## config.mk

```make
export PLATFORM = sky130hd
export DESIGN_NAME = des_sbox_sub
export DESIGN_NICKNAME = d
export VERILOG_FILES = /design/src/rtl/des_pkg.sv /design/src/rtl/des_sbox_lut.sv /design/src/rtl/des_sbox_sub.sv
export SDC_FILE = /design/constraint.sdc
export NUM_CORES = 1
export LEC_CHECK = 0
export ABC_AREA = 1
export BUFFER_PORTS_ARGS = -buffer_cell sky130_fd_sc_hd__buf_2
export CORE_ASPECT_RATIO = 0.5
export CORE_MARGIN = 5
export CORE_UTILIZATION = 45
export DETAILED_ROUTE_END_ITERATION = 16
export PLACE_DENSITY = 0.64
export REMOVE_ABC_BUFFERS = 1
export SYNTH_ARGS = -nofsm -noshare
export SYNTH_HDL_FRONTEND = slang
export SYNTH_SLANG_ARGS = --single-unit
```

## constraint.sdc

```tcl
create_clock -name clk_in -period 2.5 [get_ports clk_in]
set_input_delay 0.25 -clock clk_in [delete_from_list [all_inputs] [get_ports clk_in]]
set_output_delay 0.25 -clock clk_in [all_outputs]
set_load 0.02 [all_outputs]
```

## src/rtl/des_pkg.sv

```systemverilog
// Shared constants for the DES S-box substitution stage: S1..S8 tables,
// the 32-bit P permutation, the stage FSM encoding and lookup helpers.
package des_pkg;

    localparam int SBOX_NUM = 8;

    typedef enum logic [1:0] {
        IDLE,
        SUB,
        DONE
    } sbox_state_e;

    // Each entry is one box: 64 nibbles, row-major (row*16+col), entry 0 in the top nibble.
    localparam logic [255:0] SBOX [SBOX_NUM] = '{
        256'hE4D12FB83A6C5907_0F74E2D1A6CB9538_41E8D62BFC973A50_FC8249175B3EA06D,
        256'hF18E6B34972DC05A_3D47F28EC01A69B5_0E7BA4D158C6932F_D8A13F42B67C05E9,
        256'hA09E63F51DC7B428_D70934A6285ECBF1_D6498F30B12C5AE7_1AD069874FE3B52C,
        256'h7DE3069A1285BC4F_D8B56F03472C1AE9_A690CB7DF13E5284_3F06A1D8945BC72E,
        256'h2C417AB6853FD0E9_EB2C47D150FA3986_421BAD78F9C5630E_B8C71E2D6F09A453,
        256'hC1AF92680D34E75B_AF427C9561DE0B38_9EF528C3704A1DB6_432C95FABE17608D,
        256'h4B2EF08D3C975A61_D0B7491AE35C2F86_14BDC37EAF680592_6BD814A7950FE23C,
        256'hD2846FB1A93E50C7_1FD8A374C56B0E92_7B419CE206ADF358_21E74A8DFC90356B
    };

    // Output bit i (0 = MSB) takes input bit P_TABLE[i] (0 = MSB).
    localparam logic [4:0] P_TABLE [32] = '{
        5'd15, 5'd6,  5'd19, 5'd20, 5'd28, 5'd11, 5'd27, 5'd16,
        5'd0,  5'd14, 5'd22, 5'd25, 5'd4,  5'd17, 5'd30, 5'd9,
        5'd1,  5'd7,  5'd23, 5'd13, 5'd31, 5'd26, 5'd2,  5'd8,
        5'd18, 5'd12, 5'd29, 5'd5,  5'd21, 5'd10, 5'd3,  5'd24
    };

    function automatic logic [3:0] sbox_lookup(input logic [2:0] sel, input logic [5:0] addr);
        logic [7:0] base;
        base = 8'd252 - {addr, 2'b00};
        return SBOX[sel][base +: 4];
    endfunction

    function automatic logic [31:0] p_perm(input logic [31:0] din);
        logic [31:0] dout;
        dout = '0;
        for (int i = 0; i < 32; i++) begin
            dout[5'd31 - 5'(i)] = din[5'd31 - P_TABLE[5'(i)]];
        end
        return dout;
    endfunction

endpackage

```

## src/rtl/des_sbox_lut.sv

```systemverilog
// One combinational DES S-box: selects box sbox_sel (0 = S1) and maps a
// six-bit group to its four-bit substitute using FIPS row/column addressing.
module des_sbox_lut
    import des_pkg::*;
(
    input  logic [2:0] sbox_sel,
    input  logic [5:0] grp_in,
    output logic [3:0] nib_out
);

    logic [1:0] row;
    logic [3:0] col;

    // Outer bits pick the row, inner four bits the column.
    assign row     = {grp_in[5], grp_in[0]};
    assign col     = grp_in[4:1];
    assign nib_out = sbox_lookup(sbox_sel, {row, col});

endmodule

```

## src/rtl/des_sbox_sub.sv

```systemverilog
// DES round S-box substitution stage: GROUPS_PER_CYCLE groups per cycle,
// valid/ready on both sides. Define DES_SBOX_PBOX_EN to apply P before output.
module des_sbox_sub
    import des_pkg::*;
#(
    parameter int GROUPS_PER_CYCLE = 1
) (
    input  logic        clk_in,
    input  logic        rst_in,
    input  logic [47:0] xor_data_in,
    input  logic        xor_data_in_valid,
    output logic        xor_data_in_ready,
    output logic [31:0] sbox_data_out,
    output logic        sbox_data_out_valid,
    input  logic        sbox_data_out_ready
);

    localparam int G     = GROUPS_PER_CYCLE;
    localparam int NIB_W = 4 * G;
    localparam int GRP_W = 6 * G;

    if (!(G == 1 || G == 2 || G == 4 || G == 8)) begin : g_bad_groups
        $error("des_sbox_sub: GROUPS_PER_CYCLE=%0d is not one of 1,2,4,8", G);
    end

    sbox_state_e      state;
    sbox_state_e      state_next;
    logic [2:0]       idx;
    logic [47:0]      in_reg;
    logic [31:0]      acc_reg;
    logic [31:0]      out_reg;
    logic [NIB_W-1:0] sub_nibs;
    logic [31:0]      acc_next;
    logic [31:0]      out_word;
    logic             last_step;
    logic             in_ready_c;
    logic             out_valid_c;

    // in_reg shifts left each SUB cycle, so group idx+j always sits at slot j.
    for (genvar j = 0; j < G; j++) begin : g_lut
        des_sbox_lut u_lut (
            .sbox_sel (idx + 3'(j)),
            .grp_in   (in_reg[47-6*j -: 6]),
            .nib_out  (sub_nibs[NIB_W-1-4*j -: 4])
        );
    end

    assign last_step = ({1'b0, idx} + 4'(G)) == 4'd8;
    assign acc_next  = (acc_reg << NIB_W) | 32'(sub_nibs);

`ifdef DES_SBOX_PBOX_EN
    assign out_word = p_perm(acc_next);
`else
    assign out_word = acc_next;
`endif

    always_ff @(posedge clk_in) begin
        if (rst_in) begin
            state <= IDLE;
        end else begin
            state <= state_next;
        end
    end

    always_comb begin
        // NOTE: every variable here gets a default first, so no path infers a latch.
        state_next  = state;
        in_ready_c  = 1'b0;
        out_valid_c = 1'b0;
        unique case (state)
            IDLE: begin
                in_ready_c = 1'b1;
                if (xor_data_in_valid) state_next = SUB;
            end
            SUB: begin
                if (last_step) state_next = DONE;
            end
            DONE: begin
                out_valid_c = 1'b1;
                if (sbox_data_out_ready) state_next = IDLE;
            end
            default: state_next = IDLE;
        endcase
    end

    always_ff @(posedge clk_in) begin
        // NOTE: datapath regs are reset too, so an aborted word leaves no residue
        // and the output reads zero straight after reset.
        if (rst_in) begin
            idx     <= '0;
            in_reg  <= '0;
            acc_reg <= '0;
            out_reg <= '0;
        end else begin
            // NOTE: non-blocking updates make every register see pre-edge values.
            unique case (state)
                IDLE: begin
                    if (xor_data_in_valid) begin
                        in_reg  <= xor_data_in;
                        acc_reg <= '0;
                        idx     <= '0;
                    end
                end
                SUB: begin
                    in_reg  <= in_reg << GRP_W;
                    acc_reg <= acc_next;
                    idx     <= idx + 3'(G);
                    if (last_step) out_reg <= out_word;
                end
                default: ;
            endcase
        end
    end

    assign xor_data_in_ready   = in_ready_c;
    assign sbox_data_out_valid = out_valid_c;
    assign sbox_data_out       = out_reg;

endmodule

```

==> impl_metrics.tcl, run 1 <==
set metrics [dict create \
    status "complete, no violations" \
    synth_most_common_cell "nand2_1" \
    avgSynthCellArea_sq_um 5.95 \
    r2r_start "in_reg[43]" \
    ys_seq_area_share_pct 31.2 \
    yosys-top-cells-count "467 x nand2_1, 191 x nand3_1, 113 x dfxtp_1" \
    port_buffers 85 \
    max-vdd-ir-drop_uv 460 \
    startpoint_type "flip-flop" \
    cts_resized 0 \
    drt-vias-per-instance 5.91 \
    fp.dieW_microns 190 \
    ctsLongestPathBuffers 2 \
    crit_top_cell "nand2_1" \
    clkTransAtPathRegs_ns 0.06 \
    initial_core_util_pct 46.5 \
    fin_cells 1494 \
    die_h_microns 99.8 \
    reg2reg_slack_ns 0.10 \
    grt_max_degree 68 \
    postPlaceCellArea_sq_um 7890 \
    clock-sinks 113 \
    numCtsBuffers 17 \
    max_slew.worst_pin.slew_ns 0.708 \
    max_freq_ghz 0.417 \
    drt_wl_total_mm 28.5 \
    final_hold_viol_count 0 \
    fin_hold_ws_ns 0.0937 \
    maxCapViolCount 0 \
    antenna_left 0 \
    p_total_w 0.00593 \
    num_vias 8823 \
    largest_reg_flops 48 \
    dr.pass1.iters 6 \
    async_reset_ff_share_pct 0 \
    cp.arrival_ns 2.65 \
    design_area_sq_um 8590 \
    slowest_stage "dfxtp_2" \
    cts_tree "built" \
    yosysTopAreaCell "dfxtp_1" \
    rsz0062_at_grt "no" \
    root_buffer "clkbuf_16" \
    yosys_warnings 0 \
    min_from "xor_data_in[1]" \
    crit_path_cell_trace "buf_6 > clkinvlp_4 > buf_12 > buf_6 > nand2_1 > nand2_1 > nand2_1 > nand3_1 > nand2_1 > nand2_1 > nand3_1 > nand3_1 > nand3_1 > nand2_1 > nand2_1 > a21oi_1" \
    grt_pass1_vias 7989 \
    syn2layout_area_growth_pct 18.3 \
    post_cts_buffers 0 \
    final_max_slew_viol_count 0 \
    power_switching_share_pct 34.2 \
    std_cell_rows 32 \
    die_area_sq_um 18900 \
    cp_data_required_time_ns 2.76 \
    p_leak_nw 3.96 \
    syn_area_sq_um 7260 \
    slowest_delay_ns 0.36 \
    synth_seq_cells 113 \
    place.gp.congestion 1.04 \
    finClkSkew_ns 0.0121 \
    grt_overflow_total 0 \
    clkLatencyLatePin_ns 0.41 \
    p_clk_share_pct 40.4 \
    post-dp-hpwl_mm 19.3 \
    antenna_found_initial 0 \
    wire_per_inst_microns 19.1 \
    layout-drive-gt1-share_pct 15.6 \
    fill_cells 1621 \
    fin_crit_sh_pct 95.9 \
    dpl.cell_count 1461 \
    setup_ws_ns 0.103 \
    grtUsageTotal_pct 29.3 \
    io_pins 86 \
    p_sw_w 0.00203 \
    internal-power_w 0.00390 \
    synth_top_area_share_pct 31.2 \
    diodes 0 \
    synthTopCellsByArea "dfxtp_1 31%, nand2_1 24%, nand3_1 13%, a21oi_1 7.4%, o21ai_0 3.5%" \
    hold_path.class "input pin to flip-flop" \
    startpoint "in_reg[43]" \
    p_seq_share_pct 32.9 \
    drtIter0Drc 1198 \
    cp_top_family "simple AND/OR/NAND/NOR gates" \
    synth_edf_count 0 \
    endpoint_kind "flip-flop" \
    slew_headroom_pct 52.8 \
    dp_slack_ns 0.102 \
    p_per_area_nw_per_um2 690 \
    synthDistinctLibCells 27 \
    crit_type "flip-flop to flip-flop" \
    cts_hold_buffers 0 \
    combPwrFrac_pct 26.7 \
    synth_ff_type "dfxtp_1" \
    core_area_sq_um 15600 \
    finalNetCount 1343 \
    period_minus_slack_ns 2.40 \
    drc_errors 0 \
    grt_pass1_wl_mm 44.2 \
    worstPathMaxFanout 25 \
    syn_inst 1221 \
    cts_max_level 4 \
    setup_violations 0 \
    cp.buffers_inverters 4 \
]
-- layer usage --
metal	part of all wire, %	track usage, %	vias up
met5	0	0	-
met1	42	39.4	3957
met2	42	43.8	589
met3	11	7.57	120
met4	5.6	14.8	0
li1	-	-	4157
-- worst paths after layout --
kind	endpoint	cells past startpoint
worst max-delay path	acc_reg[3]	16
worst min-delay path	in_reg[1]	3
worst max register to register	acc_reg[3]	16
worst min register to register	sbox_data_out[23]	2
-- cells by family after synthesis --
logic type | after synthesis | share of synthesized area [%]
DFF | 113 | 31.2
adders and majority gates | 14 | 2.41
buffers and inverters | 135 | 8.05
and+or+nand+nor | 749 | 43.1
AOI/OAI and AO/OA | 210 | 15.3
-- per-stage QoR --
stage	TNS, ns	util, %
detailed placement	0	50.6
global route	0	55.0
CTS	0	54.4
global placement	0	50.6
finish	0	55.0
floorplan	-286.28	-
-- power groups by stage --
stage	logic [W]	registers, W	clock network [W]
floorplan	0.000886	0.00203	0
global placement	0.00150	0.00198	0
detailed placement	0.00148	0.00199	0
CTS	0.00149	0.00195	0.00244
global route	0.00172	0.00196	0.00252
finish	0.00158	0.00195	0.00239
-- layout make-up --
type | count | area (sq um) | area share [%]
multi-input cells | 973 | 4480 | 52.2
flip-flops and latches | 113 | 2260 | 26.3
repair buffers | 123 | 810 | 9.42
clock buffers | 19 | 443 | 5.15
well taps | 204 | 255 | 2.97
inverters | 49 | 190 | 2.21
clock inverters | 13 | 150 | 1.75
-- worst min-delay path: stages --
cell and delay (ns):
buf_2 0.09, nand2_1 0.05, a21oi_1 0.05
-- layout by cell type (no fill, tap or decap), types with 5 or more instances in the layout --
cell type | Yosys | layout
inv_1 | 41 | 39
inv_6 | 0 | 6
nand2_2 | 18 | 20
a21oi_1 | 107 | 106
buf_4 | 5 | 27
nand3_1 | 191 | 191
o22ai_1 | 15 | 15
ha_2 | 0 | 5
buf_12 | 0 | 5
dfxtp_1 | 113 | 112
buf_2 | 29 | 85
buf_6 | 3 | 5
o21ai_0 | 51 | 51
nand2_1 | 467 | 463
o21ai_1 | 8 | 8
clkbuf_16 | 0 | 18
nor2_1 | 64 | 59
ha_1 | 14 | 8
inv_2 | 7 | 7
a31oi_1 | 27 | 27
Note: power is estimated with default switching activity, not from simulation.
==> run 2, diff against run 1 <==
--- a/config.mk
+++ b/config.mk
@@ -11,8 +11,9 @@
 export CORE_MARGIN = 5
 export CORE_UTILIZATION = 45
 export DETAILED_ROUTE_END_ITERATION = 16
-export PLACE_DENSITY = 0.64
+export PLACE_DENSITY = 0.63
 export REMOVE_ABC_BUFFERS = 1
 export SYNTH_ARGS = -nofsm -noshare
 export SYNTH_HDL_FRONTEND = slang
+export SYNTH_HIERARCHICAL = 1
 export SYNTH_SLANG_ARGS = --single-unit
==> impl_metrics.tcl, run 2 <==
set metrics [dict create \
    status "complete, no violations" \
    post-dp-hpwl_mm 22.5 \
    crit_type "flip-flop to flip-flop" \
    cp_data_required_time_ns 2.80 \
    ys_seq_area_share_pct 27.5 \
    diodes 0 \
    p_per_area_nw_per_um2 606 \
    initial_core_util_pct 46.6 \
    startpoint_type "flip-flop" \
    drt-vias-per-instance 5.47 \
    num_vias 9864 \
    drc_errors 0 \
    finClkSkew_ns 0.00920 \
    syn_area_sq_um 8230 \
    grtUsageTotal_pct 29.6 \
    drtIter0Drc 1083 \
    final_hold_viol_count 0 \
    maxCapViolCount 0 \
    clkLatencyLatePin_ns 0.41 \
    rsz0062_at_grt "yes" \
    place.gp.congestion 1.05 \
    grt_overflow_total 0 \
    synth_ff_type "dfxtp_1" \
    yosys_warnings 6 \
    period_minus_slack_ns 2.39 \
    fin_hold_ws_ns 0.0930 \
    syn_inst 1452 \
    combPwrFrac_pct 26.2 \
    post_cts_buffers 0 \
    p_sw_w 0.00196 \
    mostFrequentLayoutCells "473 x nand2_1, 201 x nand3_1, 154 x inv_1" \
    final_max_slew_viol_count 0 \
    dp_slack_ns -0.0548 \
    p_seq_share_pct 31.5 \
    final_common_cell "nand2_1" \
    synth_compound_area_share_pct 8.88 \
    synthTopCellsByArea "dfxtp_1 27%, nand2_1 22%, nand3_1 12%, nor2_1 7.3%, inv_1 7.2%" \
    power_switching_share_pct 32.0 \
    die_h_microns 106 \
    core_area_sq_um 17700 \
    dr.pass1.iters 5 \
    ctsLongestPathBuffers 2 \
    numCtsBuffers 17 \
    yosys-top-cells-count "484 x nand2_1, 202 x nand3_1, 161 x nor2_1" \
    hold_path.class "input pin to flip-flop" \
    largest_reg_flops 48 \
    fp.dieW_microns 201 \
    p_total_w 0.00612 \
    synth_top_area_share_pct 27.5 \
    endpoint_kind "flip-flop" \
    p_leak_nw 4.96 \
    fill_cells 1743 \
    synthDistinctLibCells 28 \
    worstPathMaxFanout 9 \
    synth_top_family_by_area "simple AND/OR/NAND/NOR gates" \
    syn2layout_area_growth_pct 22.6 \
    async_reset_ff_share_pct 0 \
    synthSimpleGateAreaFrac_pct 47.6 \
    synth_edf_count 0 \
    final_util_pct 57.2 \
    finalSetupTns_ns 0 \
    synth_xor_area_share_pct 0 \
    clock-sinks 113 \
    max-vdd-ir-drop_uv 530 \
    setup_ws_ns 0.113 \
    synthMuxAreaShare_pct 0 \
    grt_pass1_vias 9368 \
    wire_per_inst_microns 17.9 \
    antenna_found_initial 0 \
    die_area_sq_um 21300 \
    max_freq_ghz 0.419 \
    grt_pass1_wl_mm 51.2 \
    setup_violations 0 \
    internal-power_w 0.00416 \
    synth_most_common_cell "nand2_1" \
    cp.arrival_ns 2.69 \
    std_cell_rows 34 \
    drt_wl_total_mm 32.3 \
    io_pins 86 \
    avgSynthCellArea_sq_um 5.67 \
    clkTransAtPathRegs_ns 0.06 \
    p_clk_share_pct 42.3 \
    fin_crit_sh_pct 95.5 \
    root_buffer "clkbuf_16" \
    cts_tree "built" \
    grt_max_degree 78 \
    port_buffers 85 \
    synth_seq_cells 113 \
    slew_headroom_pct 57.3 \
    synthAdderAreaFrac_pct 2.28 \
    yosysTopAreaCell "dfxtp_1" \
    antenna_left 0 \
    finalNetCount 1623 \
    max_slew.worst_pin.slew_ns 0.640 \
    cts_max_level 4 \
    layout-drive-gt1-share_pct 18.5 \
]
## run 2: layout make-up
cell class              instances  area, sq um  share of cell area (%)
well taps                     234          293                    2.90
clock buffers                  19          453                    4.49
clock inverters                13          184                    1.82
flip-flops and latches        113         2270                    22.5
inverters                     165          622                    6.16
multi-input cells            1080         4980                    49.4
repair buffers                179         1290                    12.8
## run 2: timing repair
item | 4_1_cts | 5_1_grt
pin swaps | 0 | 1
gates cloned | 0 | 1
gates resized for setup | 4 | 46
hold buffers | 0 | 0
setup endpoints to repair | 6 | 8
## run 2: power groups by stage
stage / logic [W] / clock network (W) / registers, W
2_1_floorplan: 0.000845 / 0 / 0.00201
3_3_place_gp: 0.00153 / 0 / 0.00196
3_5_place_dp: 0.00151 / 0 / 0.00196
4_1_cts: 0.00152 / 0.00260 / 0.00193
5_1_grt: 0.00175 / 0.00270 / 0.00194
6_report: 0.00160 / 0.00259 / 0.00193
## run 2: worst max-delay path, stage by stage, from the launching register on
cell and delay, ns:
dfxtp_2 0.34, inv_2 0.08, ha_4 0.34, nand2_2 0.06
buf_4 0.18, nand2_1 0.09, inv_1 0.09, nand2_1 0.09
nand2_1 0.06, nand2_1 0.08, nand2_1 0.06, nand2_1 0.09
nand2_1 0.09, nand3_1 0.10, nand2_1 0.07, nand2_1 0.06
nand2_1 0.11, inv_1 0.08, nand4_1 0.09, nand2_1 0.09
nor2_1 0.04
## run 2: per-stage QoR
stage / cell area, sq um / instances
after floorplan: 7710 / 1358
after global placement: 9260 / 1770
after detailed placement: 9260 / 1770
after CTS: 9910 / 1802
after global routing: 10100 / 1803
final: 10100 / 1803
## run 2: cell families after synthesis
kind of cell	after synthesis
AOI/OAI and AO/OA	144
adders and majority gates	15
buffers and inverters	259
DFF	113
and+or+nand+nor	921
## run 2: final timing paths
path / from / endpoint / slack [ns] / depth (start not counted)
hold / removal: xor_data_in[2] / in_reg[2] / 0.09 / 3
hold reg to reg: in_reg[0] / in_reg[0] / 0.46 / 2
setup / recovery: idx[1] / sbox_data_out[0] / 0.11 / 20
setup reg to reg: idx[1] / sbox_data_out[0] / 0.11 / 20
## run 2: per-layer routing
layer / part of all wire [%] / vias up / wire length, microns / global-route usage, %
met3: 9.1 / 96 / 2940 / 5.98
met1: 44 / 4487 / 14400 / 40.6
met4: 4.4 / 0 / 1420 / 14.1
met5: 0 / - / 0 / 0
li1: - / 4778 / - / -
met2: 42 / 503 / 13600 / 44.8
==> run 3, diff against run 2 <==
--- a/config.mk
+++ b/config.mk
@@ -11,7 +11,7 @@
 export CORE_MARGIN = 5
 export CORE_UTILIZATION = 45
 export DETAILED_ROUTE_END_ITERATION = 16
-export PLACE_DENSITY = 0.63
+export PLACE_DENSITY = 0.61
 export REMOVE_ABC_BUFFERS = 1
 export SYNTH_ARGS = -nofsm -noshare
 export SYNTH_HDL_FRONTEND = slang
==> constraint.sdc (replaced) <==
create_clock -name clk_in -period 3.04 [get_ports clk_in]
set_input_delay 0.304 -clock clk_in [delete_from_list [all_inputs] [get_ports clk_in]]
set_output_delay 0.304 -clock clk_in [all_outputs]
set_load 0.02 [all_outputs]
==> impl_metrics.tcl, run 3 (synthesized netlist as in run 2, its figures left out) <==
set metrics [dict create \
    final_max_slew_viol_count 0 \
    max_slew.worst_pin.slew_ns 0.652 \
    num_vias 9723 \
    port_buffers 85 \
    die_h_microns 106 \
    maxCapViolCount 0 \
    fp.dieW_microns 201 \
    cp.arrival_ns 3.16 \
    drt_wl_total_mm 30.8 \
    cts_max_level 4 \
    combPwrFrac_pct 24.2 \
    design_area_sq_um 9430 \
    post-dp-hpwl_mm 21.1 \
    final_util_pct 53.4 \
    cts_tree "built" \
    setup_violations 0 \
    cts_resized 0 \
    clkTransAtPathRegs_ns 0.06 \
    period_minus_slack_ns 2.81 \
    post_cts_buffers 0 \
    p_sw_w 0.00157 \
    fin_crit_sh_pct 92.6 \
    crit_type "flip-flop to flip-flop" \
    std_cell_rows 34 \
    wire_per_inst_microns 17.6 \
    grt_pass1_wl_mm 48.6 \
    ctsLongestPathBuffers 2 \
    finClkSkew_ns 0.00957 \
    grt_overflow_total 0 \
    startpoint_type "flip-flop" \
    grt_pass1_vias 8898 \
    hold_path.class "input pin to flip-flop" \
    max_freq_ghz 0.355 \
    drc_errors 0 \
    min_from "xor_data_in[5]" \
    drt-vias-per-instance 5.56 \
    cp_data_required_time_ns 3.39 \
    layout-drive-gt1-share_pct 13.4 \
    dr.pass1.iters 7 \
    io_pins 86 \
    endpoint_kind "flip-flop" \
    startpoint "idx[0]" \
    grt_max_degree 73 \
    r2r_start "idx[0]" \
    postPlaceCellArea_sq_um 8790 \
    p_per_area_nw_per_um2 520 \
    clock-sinks 113 \
    antenna_left 0 \
    slew_headroom_pct 56.4 \
    p_leak_nw 4.66 \
    core_area_sq_um 17700 \
    internal-power_w 0.00333 \
    mostFrequentLayoutCells "484 x nand2_1, 202 x nand3_1, 161 x nor2_1" \
    hold_depth 3 \
    p_seq_share_pct 32.5 \
    final_common_cell "nand2_1" \
    rr_worst_depth 16 \
    numCtsBuffers 17 \
    die_area_sq_um 21300 \
    initial_core_util_pct 46.6 \
    status "complete, no violations" \
    finalNetCount 1569 \
    fin_hold_ws_ns 0.147 \
    max-vdd-ir-drop_uv 405 \
    antenna_found_initial 0 \
    final_hold_viol_count 0 \
    largest_reg_flops 48 \
    drtIter0Drc 1096 \
    worstPathMaxFanout 9 \
    place.gp.congestion 1.12 \
    syn2layout_area_growth_pct 14.6 \
    root_buffer "clkbuf_16" \
    fill_cells 1868 \
    rsz0062_at_grt "no" \
    power_switching_share_pct 32.0 \
    diodes 0 \
    clkLatencyLatePin_ns 0.41 \
    grtUsageTotal_pct 28.2 \
    cts_hold_buffers 0 \
    p_clk_share_pct 43.3 \
]
## run 3: final timing paths
check	end	slack, ns
worst min-delay path	in_reg[5]	0.15
worst min register to register	in_reg[5]	0.46
worst max-delay path	sbox_data_out[1]	0.23
worst max register to register	sbox_data_out[1]	0.23
## run 3: power groups by stage
| stage | registers (W) | logic, W | clock network, W |
|---|---|---|---|
| 2_1_floorplan | 0.00165 | 0.000695 | 0 |
| 3_3_place_gp | 0.00162 | 0.00115 | 0 |
| 3_5_place_dp | 0.00162 | 0.00114 | 0 |
| 4_1_cts | 0.00159 | 0.00114 | 0.00215 |
| 5_1_grt | 0.00160 | 0.00129 | 0.00223 |
| 6_report | 0.00159 | 0.00119 | 0.00212 |
## run 3: final cells by class
type / count / area (sq um) / share of cell area [%]
Multi-Input combinational cell: 1080 / 4840 / 51.3
Sequential cell: 113 / 2260 / 24.0
Timing Repair Buffer: 125 / 776 / 8.23
Inverter: 165 / 619 / 6.57
Clock buffer: 19 / 453 / 4.80
Tap cell: 234 / 293 / 3.11
Clock inverter: 13 / 185 / 1.96
## run 3: through the flow
stage               std cells  power, W  TNS [ns]  setup WS (ns)
global route             1749   0.00511         0        0.00765
CTS                      1749   0.00488         0          0.331
finish                   1749   0.00490         0          0.226
floorplan                1358   0.00235    -21.05         -0.599
detailed placement       1717   0.00276         0          0.393
global placement         1717   0.00277         0          0.394
## run 3: worst max-delay path, cell delays in order, from the launching register on
cell and delay [ns]:
dfxtp_1 0.40, inv_1 0.17, ha_1 0.49, inv_1 0.19
nand2_4 0.16, nand3_1 0.20, nand3_1 0.14, nand3_1 0.08
nand3_1 0.13, nand3_1 0.18, nand2_1 0.10, nand2_1 0.05
nand2_1 0.14, inv_1 0.06, nand4_1 0.10, nand2_1 0.07
nor2_1 0.08
## run 3: layer usage
layer  vias to the layer above  track usage (%)  share of wire, %
met5                         -                0                 0
met1                      4358             38.0                43
li1                       4672                -                 -
met2                       566             41.9                42
met4                         0             14.6               5.3
met3                       127             6.97                10
